$ cat src/rtl/hsv_to_rgb.sv
`default_nettype none
// ============================================================================
// Module   : hsv_to_rgb
// Brief    : Four-stage HSV-to-RGB pixel converter with per-pixel bypass and
//            a delay-matched sideband channel.
// Revision : 1.0 - initial release
// ============================================================================
module hsv_to_rgb (
    input  logic        clk,
    input  logic        rst,
    input  logic        in_valid,
    input  logic        bypass,
    input  logic [23:0] pixel_in,
    input  logic [23:0] pass_in,
    output logic [23:0] pixel_out,
    output logic [23:0] pass_thru,
    output logic        out_valid
);

    localparam logic [8:0]  c_H_WRAP = 9'd360;
    localparam logic [5:0]  c_SIXTY  = 6'd60;
    localparam logic [25:0] c_RECIP  = 26'd1093;

    // ---------------- stage 1: hue fold, sector and offset ----------------
    logic [8:0] w_h;
    logic [8:0] w_hw;
    logic [2:0] w_sector;
    logic [8:0] w_base;
    logic [5:0] w_f;

    assign w_h  = pixel_in[23:15];
    assign w_hw = (w_h >= c_H_WRAP) ? (w_h - c_H_WRAP) : w_h;

    always_comb begin
        w_sector = 3'd0;
        w_base   = 9'd0;
        if (w_hw >= 9'd300) begin
            w_sector = 3'd5;
            w_base   = 9'd300;
        end else if (w_hw >= 9'd240) begin
            w_sector = 3'd4;
            w_base   = 9'd240;
        end else if (w_hw >= 9'd180) begin
            w_sector = 3'd3;
            w_base   = 9'd180;
        end else if (w_hw >= 9'd120) begin
            w_sector = 3'd2;
            w_base   = 9'd120;
        end else if (w_hw >= 9'd60) begin
            w_sector = 3'd1;
            w_base   = 9'd60;
        end
    end

    assign w_f = 6'(w_hw - w_base);

    logic        r_s1_valid;
    logic        r_s1_bypass;
    logic [23:0] r_s1_pixel;
    logic [23:0] r_s1_pass;
    logic [2:0]  r_s1_sector;
    logic [5:0]  r_s1_f;
    logic [6:0]  r_s1_s;
    logic [7:0]  r_s1_v;

    always_ff @(posedge clk or negedge rst) begin
        if (!rst) begin
            r_s1_valid  <= 1'b0;
            r_s1_bypass <= 1'b0;
            r_s1_pixel  <= 24'd0;
            r_s1_pass   <= 24'd0;
            r_s1_sector <= 3'd0;
            r_s1_f      <= 6'd0;
            r_s1_s      <= 7'd0;
            r_s1_v      <= 8'd0;
        end else begin
            r_s1_valid <= in_valid;
            if (in_valid) begin
                r_s1_bypass <= bypass;
                r_s1_pixel  <= pixel_in;
                r_s1_pass   <= pass_in;
                r_s1_sector <= w_sector;
                r_s1_f      <= w_f;
                r_s1_s      <= pixel_in[14:8];
                r_s1_v      <= pixel_in[7:0];
            end
        end
    end

    // ---------------- stage 2: chroma and offset --------------------------
    logic [14:0] w_vs;
    logic [7:0]  w_c;

    assign w_vs = {7'd0, r_s1_v} * {8'd0, r_s1_s};
    assign w_c  = 8'(w_vs >> 7);

    logic        r_s2_valid;
    logic        r_s2_bypass;
    logic [23:0] r_s2_pixel;
    logic [23:0] r_s2_pass;
    logic [2:0]  r_s2_sector;
    logic [5:0]  r_s2_f;
    logic [7:0]  r_s2_c;
    logic [7:0]  r_s2_m;

    always_ff @(posedge clk or negedge rst) begin
        if (!rst) begin
            r_s2_valid  <= 1'b0;
            r_s2_bypass <= 1'b0;
            r_s2_pixel  <= 24'd0;
            r_s2_pass   <= 24'd0;
            r_s2_sector <= 3'd0;
            r_s2_f      <= 6'd0;
            r_s2_c      <= 8'd0;
            r_s2_m      <= 8'd0;
        end else begin
            r_s2_valid <= r_s1_valid;
            if (r_s1_valid) begin
                r_s2_bypass <= r_s1_bypass;
                r_s2_pixel  <= r_s1_pixel;
                r_s2_pass   <= r_s1_pass;
                r_s2_sector <= r_s1_sector;
                r_s2_f      <= r_s1_f;
                r_s2_c      <= w_c;
                r_s2_m      <= r_s1_v - w_c;
            end
        end
    end

    // ---------------- stage 3: secondary component X ----------------------
    // 1093/65536 approximates 1/60, so X ~= C*t/60 without a divider.
    logic [5:0]  w_t;
    logic [25:0] w_prod;
    logic [7:0]  w_x_raw;
    logic [7:0]  w_x;

    assign w_t     = r_s2_sector[0] ? (c_SIXTY - r_s2_f) : r_s2_f;
    assign w_prod  = {18'd0, r_s2_c} * {20'd0, w_t} * c_RECIP;
    assign w_x_raw = 8'(w_prod >> 16);
    assign w_x     = (w_x_raw > r_s2_c) ? r_s2_c : w_x_raw;

    logic        r_s3_valid;
    logic        r_s3_bypass;
    logic [23:0] r_s3_pixel;
    logic [23:0] r_s3_pass;
    logic [2:0]  r_s3_sector;
    logic [7:0]  r_s3_c;
    logic [7:0]  r_s3_m;
    logic [7:0]  r_s3_x;

    always_ff @(posedge clk or negedge rst) begin
        if (!rst) begin
            r_s3_valid  <= 1'b0;
            r_s3_bypass <= 1'b0;
            r_s3_pixel  <= 24'd0;
            r_s3_pass   <= 24'd0;
            r_s3_sector <= 3'd0;
            r_s3_c      <= 8'd0;
            r_s3_m      <= 8'd0;
            r_s3_x      <= 8'd0;
        end else begin
            r_s3_valid <= r_s2_valid;
            if (r_s2_valid) begin
                r_s3_bypass <= r_s2_bypass;
                r_s3_pixel  <= r_s2_pixel;
                r_s3_pass   <= r_s2_pass;
                r_s3_sector <= r_s2_sector;
                r_s3_c      <= r_s2_c;
                r_s3_m      <= r_s2_m;
                r_s3_x      <= w_x;
            end
        end
    end

    // ---------------- stage 4: sector map, add m, saturate ----------------
    logic [7:0] w_rp;
    logic [7:0] w_gp;
    logic [7:0] w_bp;

    always_comb begin
        w_rp = 8'd0;
        w_gp = 8'd0;
        w_bp = 8'd0;
        case (r_s3_sector)
            3'd0: begin w_rp = r_s3_c; w_gp = r_s3_x; end
            3'd1: begin w_rp = r_s3_x; w_gp = r_s3_c; end
            3'd2: begin w_gp = r_s3_c; w_bp = r_s3_x; end
            3'd3: begin w_gp = r_s3_x; w_bp = r_s3_c; end
            3'd4: begin w_rp = r_s3_x; w_bp = r_s3_c; end
            3'd5: begin w_rp = r_s3_c; w_bp = r_s3_x; end
            default: ;
        endcase
    end

    logic [8:0] w_r_sum;
    logic [8:0] w_g_sum;
    logic [8:0] w_b_sum;
    logic [7:0] w_r;
    logic [7:0] w_g;
    logic [7:0] w_b;

    assign w_r_sum = {1'b0, w_rp} + {1'b0, r_s3_m};
    assign w_g_sum = {1'b0, w_gp} + {1'b0, r_s3_m};
    assign w_b_sum = {1'b0, w_bp} + {1'b0, r_s3_m};
    assign w_r     = w_r_sum[8] ? 8'hFF : w_r_sum[7:0];
    assign w_g     = w_g_sum[8] ? 8'hFF : w_g_sum[7:0];
    assign w_b     = w_b_sum[8] ? 8'hFF : w_b_sum[7:0];

    always_ff @(posedge clk or negedge rst) begin
        if (!rst) begin
            out_valid <= 1'b0;
            pixel_out <= 24'd0;
            pass_thru <= 24'd0;
        end else begin
            out_valid <= r_s3_valid;
            if (r_s3_valid) begin
                pixel_out <= r_s3_bypass ? r_s3_pixel : {w_r, w_g, w_b};
                pass_thru <= r_s3_pass;
            end
        end
    end

endmodule
`default_nettype wire

$ cat config.mk
export PLATFORM = sky130hd
export DESIGN_NAME = hsv_to_rgb
export DESIGN_NICKNAME = d
export VERILOG_FILES = /design/src/rtl/hsv_to_rgb.sv
export SDC_FILE = /design/constraint.sdc
export NUM_CORES = 1
export LEC_CHECK = 0
export CAP_MARGIN = 10
export CORE_ASPECT_RATIO = 1.5
export CORE_MARGIN = 3
export CORE_UTILIZATION = 43
export CTS_CLUSTER_DIAMETER = 200
export DETAILED_ROUTE_END_ITERATION = 12
export PLACE_DENSITY = 0.63
export SETUP_SLACK_MARGIN = 0.2
export SYNTH_ARGS = -nofsm -noshare
export SYNTH_HDL_FRONTEND = slang
export SYNTH_SLANG_ARGS = --single-unit
$ cat constraint.sdc
create_clock -name clk -period 14.71 [get_ports clk]
set_clock_uncertainty 0.2 [all_clocks]
set_input_delay 4.413 -clock clk [delete_from_list [all_inputs] [get_ports clk]]
set_output_delay 4.413 -clock clk [all_outputs]
set_load 0.01 [all_outputs]
==> flow_summary.toml <==
[logic_synthesis]
syn_nets = 1828
synth_seq_area_share = 0.385
synth_async_sr_flop_share = 1.00
yosys_warnings = 0
synthDominantCellAreaShare = 0.385
syn_area_per_cell_um2 = 10.8
synthFlopType = "dfrtp_1"
yosysUniqueCellTypes = 58
netlist_area_um2 = 16600
syn_inst = 1546
synth_edf_count = 0
ys_ff_latch = 256
yosys.area.top_type = "dfrtp_1"
synthTopCellsByArea = "dfrtp_1, mux2_2, ha_1, fa_1, inv_1"

[setup_path]
critPathTopFamily = "adder cells"
crit_required_ps = 14930
crit_top_cell = "ha_1"
cp_num_buf_inv = 4
crit_type = "flip-flop to flip-flop"
critPathCaptureType = "flip-flop"
cp.arrival_ps = 10550
worstSetupStartpointType = "flip-flop"
critical-path-slowest-cell = "fa_1"
slowest_delay_ps = 570
crit_fanout = 9

[sta]
min_period_ps = 10330
relSlewSlack = 0.243
finalMaxSlewViolations = 0
fin_setup_tns_ps = 0
fin_crit_sh = 0.702
rsz0062_at_grt = "no"
tightest_slew_ps = 1140
holdWs_ps = 275
hold_violations = 0
setup_viol = 0
setup_ws_ps = 4380
timing.fmax_mhz = 96.8

[detailed_routing]
wl_per_cell_um = 18.5
first_pass_iters = 5
vias_per_cell = 5.40
drt_iter0_markers = 448
num_vias = 11479
drtAntennaViolNets = 0
drc = 0
wl_um = 39300

[grt]
grt_pass1_wl_um = 64600
grt_pass1_vias = 12311
grt_start_max_net_pins = 126
antenna_found_initial = 0
track_usage = 0.193
grt_overflow_total = 0

[cells_and_area]
nets = 1902
fillers = 3478
area.growth.synth_to_final_pct = 13.3
drive_gt1_frac = 0.156
diodes = 0
fin_cells = 2126

[hold_path]
hold_path_class = "flip-flop to flip-flop"

[placed_design]
dp_cells = 2083
numPortBuffers = 100
dpl.hpwl_um = 29300
preCtsSetupSlack_ps = 4400
gp_congestion = 0.887

[die]
die_x_um = 167
core-area_um2 = 37900
initial_core_util = 0.439
num_io_pins = 101
die_h_um = 247
die-area_um2 = 41200
rows = 87

[flow_run]
maxCapViolCount = 0

[clocking]
cts-root-buf = "clkbuf_16"
cts_tree = "built"
numCtsBuffers = 24
cts_resized = 0
htreeDepth = 1
cts_sinks = 256
clk_latency_ps = 540
ctsHoldBuffers = 0
cts_post_setup_buffers_inserted = 0
clkSlewWorstSetupHoldPaths_ps = 60
cts_max_path_buffers = 3

[outcome]
outcome = "finished clean"
-- stage by stage --
step | util | instance area, um^2
after CTS | 0.498 | 18800
after floorplan | - | 16600
after detailed placement | 0.478 | 18100
after global placement | 0.478 | 18100
after global routing | 0.498 | 18800
final | 0.498 | 18800
-- metal layers --
layer | track usage | routed length, um | up-vias
met4 | 0.0762 | 1590 | 0
met1 | 0.229 | 16000 | 5777
li1 | - | - | 5432
met5 | 0 | 0 | -
met2 | 0.351 | 20200 | 184
met3 | 0.0305 | 1500 | 86
-- final timing paths --
check	slack [ps]	from	depth (start not counted)	endpoint
min in group asynchronous	3770	rst	1	pass_thru[18]
max in group asynchronous	9030	rst	2	r_s1_valid
max reg2reg	4380	r_s2_pixel[15]	35	r_s3_x[0]
min	280	r_s2_pixel[10]	2	r_s3_pixel[10]
max	4380	r_s2_pixel[15]	35	r_s3_x[0]
min reg2reg	280	r_s2_pixel[10]	2	r_s3_pixel[10]
-- Yosys cell counts (19+ instances only) --
master	count
inv_1	167
a21oi_1	48
o21ai_0	62
nand3_1	22
xnor2_1	33
and2_1	23
nand2b_1	19
mux2i_1	34
ha_1	165
clkbuf_1	43
a32oi_1	24
fa_1	65
nor2_1	72
xor2_1	27
nand2_1	141
dfrtp_1	256
mux2_2	200
-- worst reg2reg max path, delay by kind of cell, from the launching register on --
family / cells / cell delay [ps]
adders and majority gates: 11 / 4220
AOI/OAI and AO/OA: 7 / 1890
and+or+nand+nor: 8 / 1520
xor gates and xnor gates: 3 / 980
muxes: 2 / 480
buffers and inverters: 4 / 470
DFF: 1 / 450
-- sequential cells by signal (all words and copies together), names as in the netlist, 3 cells and up --
register	cells
r_s2_pass	24
r_s1_sector	3
r_s1_pass	24
r_s3_pixel	24
r_s2_c	8
r_s3_pass	24
r_s2_pixel	24
r_s1_f	4
r_s3_sector	3
r_s2_sector	3
pass_thru	24
r_s3_c	8
pixel_out	24
r_s3_x	8
r_s2_f	4
r_s2_m	8
r_s1_pixel	24
r_s3_m	8
-- cell type report --
cell class,count,area [um^2],share of cell area
clock inverter,8,78.8,0.00418
inverter,168,631,0.0335
timing repair buffer,105,1040,0.0551
clock buffer,35,682,0.0362
multi-input combinational,1065,9390,0.498
tap,489,612,0.0325
sequential,256,6410,0.340
-- cells by family after synthesis --
group | Yosys count | share of synthesized area
AOI/OAI and AO/OA | 222 | 0.0871
xor gates and xnor gates | 60 | 0.0316
adders and majority gates | 230 | 0.202
buffers and inverters | 225 | 0.0507
DFF | 256 | 0.385
muxes | 235 | 0.157
and+or+nand+nor | 318 | 0.0868
-- layout by cell type (no fill, tap or decap), types with 8 or more instances in the layout --
| master | netlist | routed |
|---|---|---|
| a21boi_0 | 8 | 8 |
| a21o_1 | 18 | 18 |
| a21oi_1 | 48 | 48 |
| a32oi_1 | 24 | 24 |
| and2_1 | 23 | 23 |
| clkbuf_16 | 0 | 24 |
| clkdlybuf4s50_1 | 0 | 98 |
| dfrtp_1 | 256 | 253 |
| fa_1 | 65 | 65 |
| ha_1 | 165 | 165 |
| inv_1 | 167 | 167 |
| mux2_2 | 200 | 200 |
| mux2i_1 | 34 | 34 |
| nand2_1 | 141 | 141 |
| nand2b_1 | 19 | 19 |
| nand3_1 | 22 | 22 |
| nor2_1 | 72 | 72 |
| nor2b_1 | 10 | 10 |
| o21ai_0 | 62 | 62 |
| o22ai_1 | 9 | 9 |
| xnor2_1 | 33 | 33 |
| xor2_1 | 27 | 27 |
Power is not shown: default switching activity piles up to over one toggle a cycle in this logic, so the estimate is an artifact.
==> RTL edit (same settings) <==
Put one more register stage on the output `pass_thru`, without a reset. The value now appears one clock later. The other outputs are not delayed to match.
--- a/src/rtl/hsv_to_rgb.sv
+++ b/src/rtl/hsv_to_rgb.sv
@@ -21,6 +21,8 @@
     localparam logic [5:0]  c_SIXTY  = 6'd60;
     localparam logic [25:0] c_RECIP  = 26'd1093;
 
+    logic [23:0] pass_thru_s0;
+
     // ---------------- stage 1: hue fold, sector and offset ----------------
     logic [8:0] w_h;
     logic [8:0] w_hw;
@@ -210,14 +212,18 @@
         if (!rst) begin
             out_valid <= 1'b0;
             pixel_out <= 24'd0;
-            pass_thru <= 24'd0;
+            pass_thru_s0 <= 24'd0;
         end else begin
             out_valid <= r_s3_valid;
             if (r_s3_valid) begin
                 pixel_out <= r_s3_bypass ? r_s3_pixel : {w_r, w_g, w_b};
-                pass_thru <= r_s3_pass;
-            end
-        end
+                pass_thru_s0 <= r_s3_pass;
+            end
+        end
+    end
+
+    always_ff @(posedge clk) begin
+        pass_thru <= pass_thru_s0;
     end
 
 endmodule
Check against the original RTL: not equivalent (Yosys sat finds a counterexample within 10 cycles, from zero or initial values and one cycle with rst low).
==> RTL edit against the original RTL <==
- hold slack got worse by 0.12 ns
- sequential cell count up 24
- synthesized area up 1.7%
- worst setup slack better by 0.15 ns
- wire length is 3.6% lower
- cell area increased by 2.1%
- core utilization barely moved
- non-clock buffer count up 2
- largest cell class unchanged
Power is left out: the tool's default activity adds up to more than one toggle a clock period on the data nets, which glitch-free logic cannot reach.
==> RTL edit: results (changes against the original RTL) <==
* Post-synthesis sequential area ratio at 40.7% (was 38.5%)
* Met2 Usage GRT at 34.6% (was 35.1%)
* Number of DRC markers in iteration 0 at 432 (was 448)
* Top post-synthesis cells by count: dfrtp_1, mux2_2, ha_1 (was dfrtp_1, mux2_2, inv_1)
* Layout Nets at 1886 (was 1902)
* CP Max Fanout at 16 (was 9)
* Vias in the first global route at 12100 (was 12300)
* Status: complete, no violations (unchanged)
* Share of post-route cells with drive strength above 1 at 16.9% (was 15.6%)
* WL met1 at 14.9 mm (was 16.0 mm)
* Data arrival, critical path at 10.41 ns (was 10.55 ns)
* Worst hold slack at 0.158 ns (was 0.275 ns)
* Yosys cell types at 69 (was 58)
* Filler cells at 3462 (was 3478)
* RD Place Congestion at 0.936 (was 0.887)
* Vias/cell at 5.30 (was 5.40)
* Hold Crit Depth at 0 (was 2)
* Synth area leaders: dfrtp_1, mux2_2, ha_1 (unchanged)
* Post-DP HPWL at 28.6 mm (was 29.3 mm)
* WL met3 at 1.34 mm (was 1.50 mm)
* Synth async-reset ratio at 91.4% (was 100%)
* Pin count of the biggest net entering global routing at 109 (was 126)
* DR WL/cell at 17.9 um (was 18.5 um)
* Syn Nets at 1807 (was 1828)
* Placed inst area at 18400 um^2 (was 18100 um^2)
* Met2 Wirelength at 20.0 mm (was 20.2 mm)
* CP max stage cell: o31ai_2 (was fa_1)
* Worst Tran Pin Value at 1.04 ns (was 1.14 ns)
* Crit path time final at 10.19 ns (was 10.33 ns)
## RTL edit: logic make-up after synthesis
kind of cell / count (synthesis) / synth area share (%)
AND/OR/NAND/NOR: 283 / 7.58
flip-flops: 280 / 40.7
adder cells (fa/ha/maj): 230 / 19.9
AO/OA/AOI/OAI: 225 / 8.83
multiplexers: 225 / 14.8
buffers and inverters: 220 / 4.88
XOR/XNOR: 62 / 3.36
## RTL edit: critical path, delay by kind of cell (launching register included)
family	cells	cell delay, ns
fa+ha+maj	11	4.07
xor+xnor	3	1.18
simple gates	4	0.84
buf+inv	5	0.43
flops	1	0.42
compound gates	12	2.90
## RTL edit: area by class of cell
| class | count | area, um^2 | area share [%] |
|---|---|---|---|
| multi-input cells | 1025 | 9220 | 47.9 |
| flip-flops and latches | 280 | 6900 | 35.8 |
| repair buffers | 107 | 1050 | 5.47 |
| clock buffers | 34 | 729 | 3.79 |
| inverters | 165 | 619 | 3.22 |
| well taps | 495 | 619 | 3.22 |
| clock inverters | 12 | 109 | 0.566 |
## RTL edit: through the flow
step	cells	utilization, %
3_5_place_dp	2072	47.6
5_1_grt	2118	49.8
4_1_cts	2118	49.8
3_3_place_gp	2072	47.6
6_report	2118	49.8
2_1_floorplan	1525	-
## RTL edit: worst paths after layout
| kind | from | endpoint |
|---|---|---|
| worst max register to register | r_s2_pixel[15] | r_s3_x[1] |
| min in group asynchronous | rst | r_s1_pass[3] |
| max in group asynchronous | rst | r_s1_valid |
| worst min-delay path | pass_thru_s0[13] | pass_thru[13] |
| worst min register to register | pass_thru_s0[13] | pass_thru[13] |
| worst max-delay path | r_s2_pixel[15] | r_s3_x[1] |
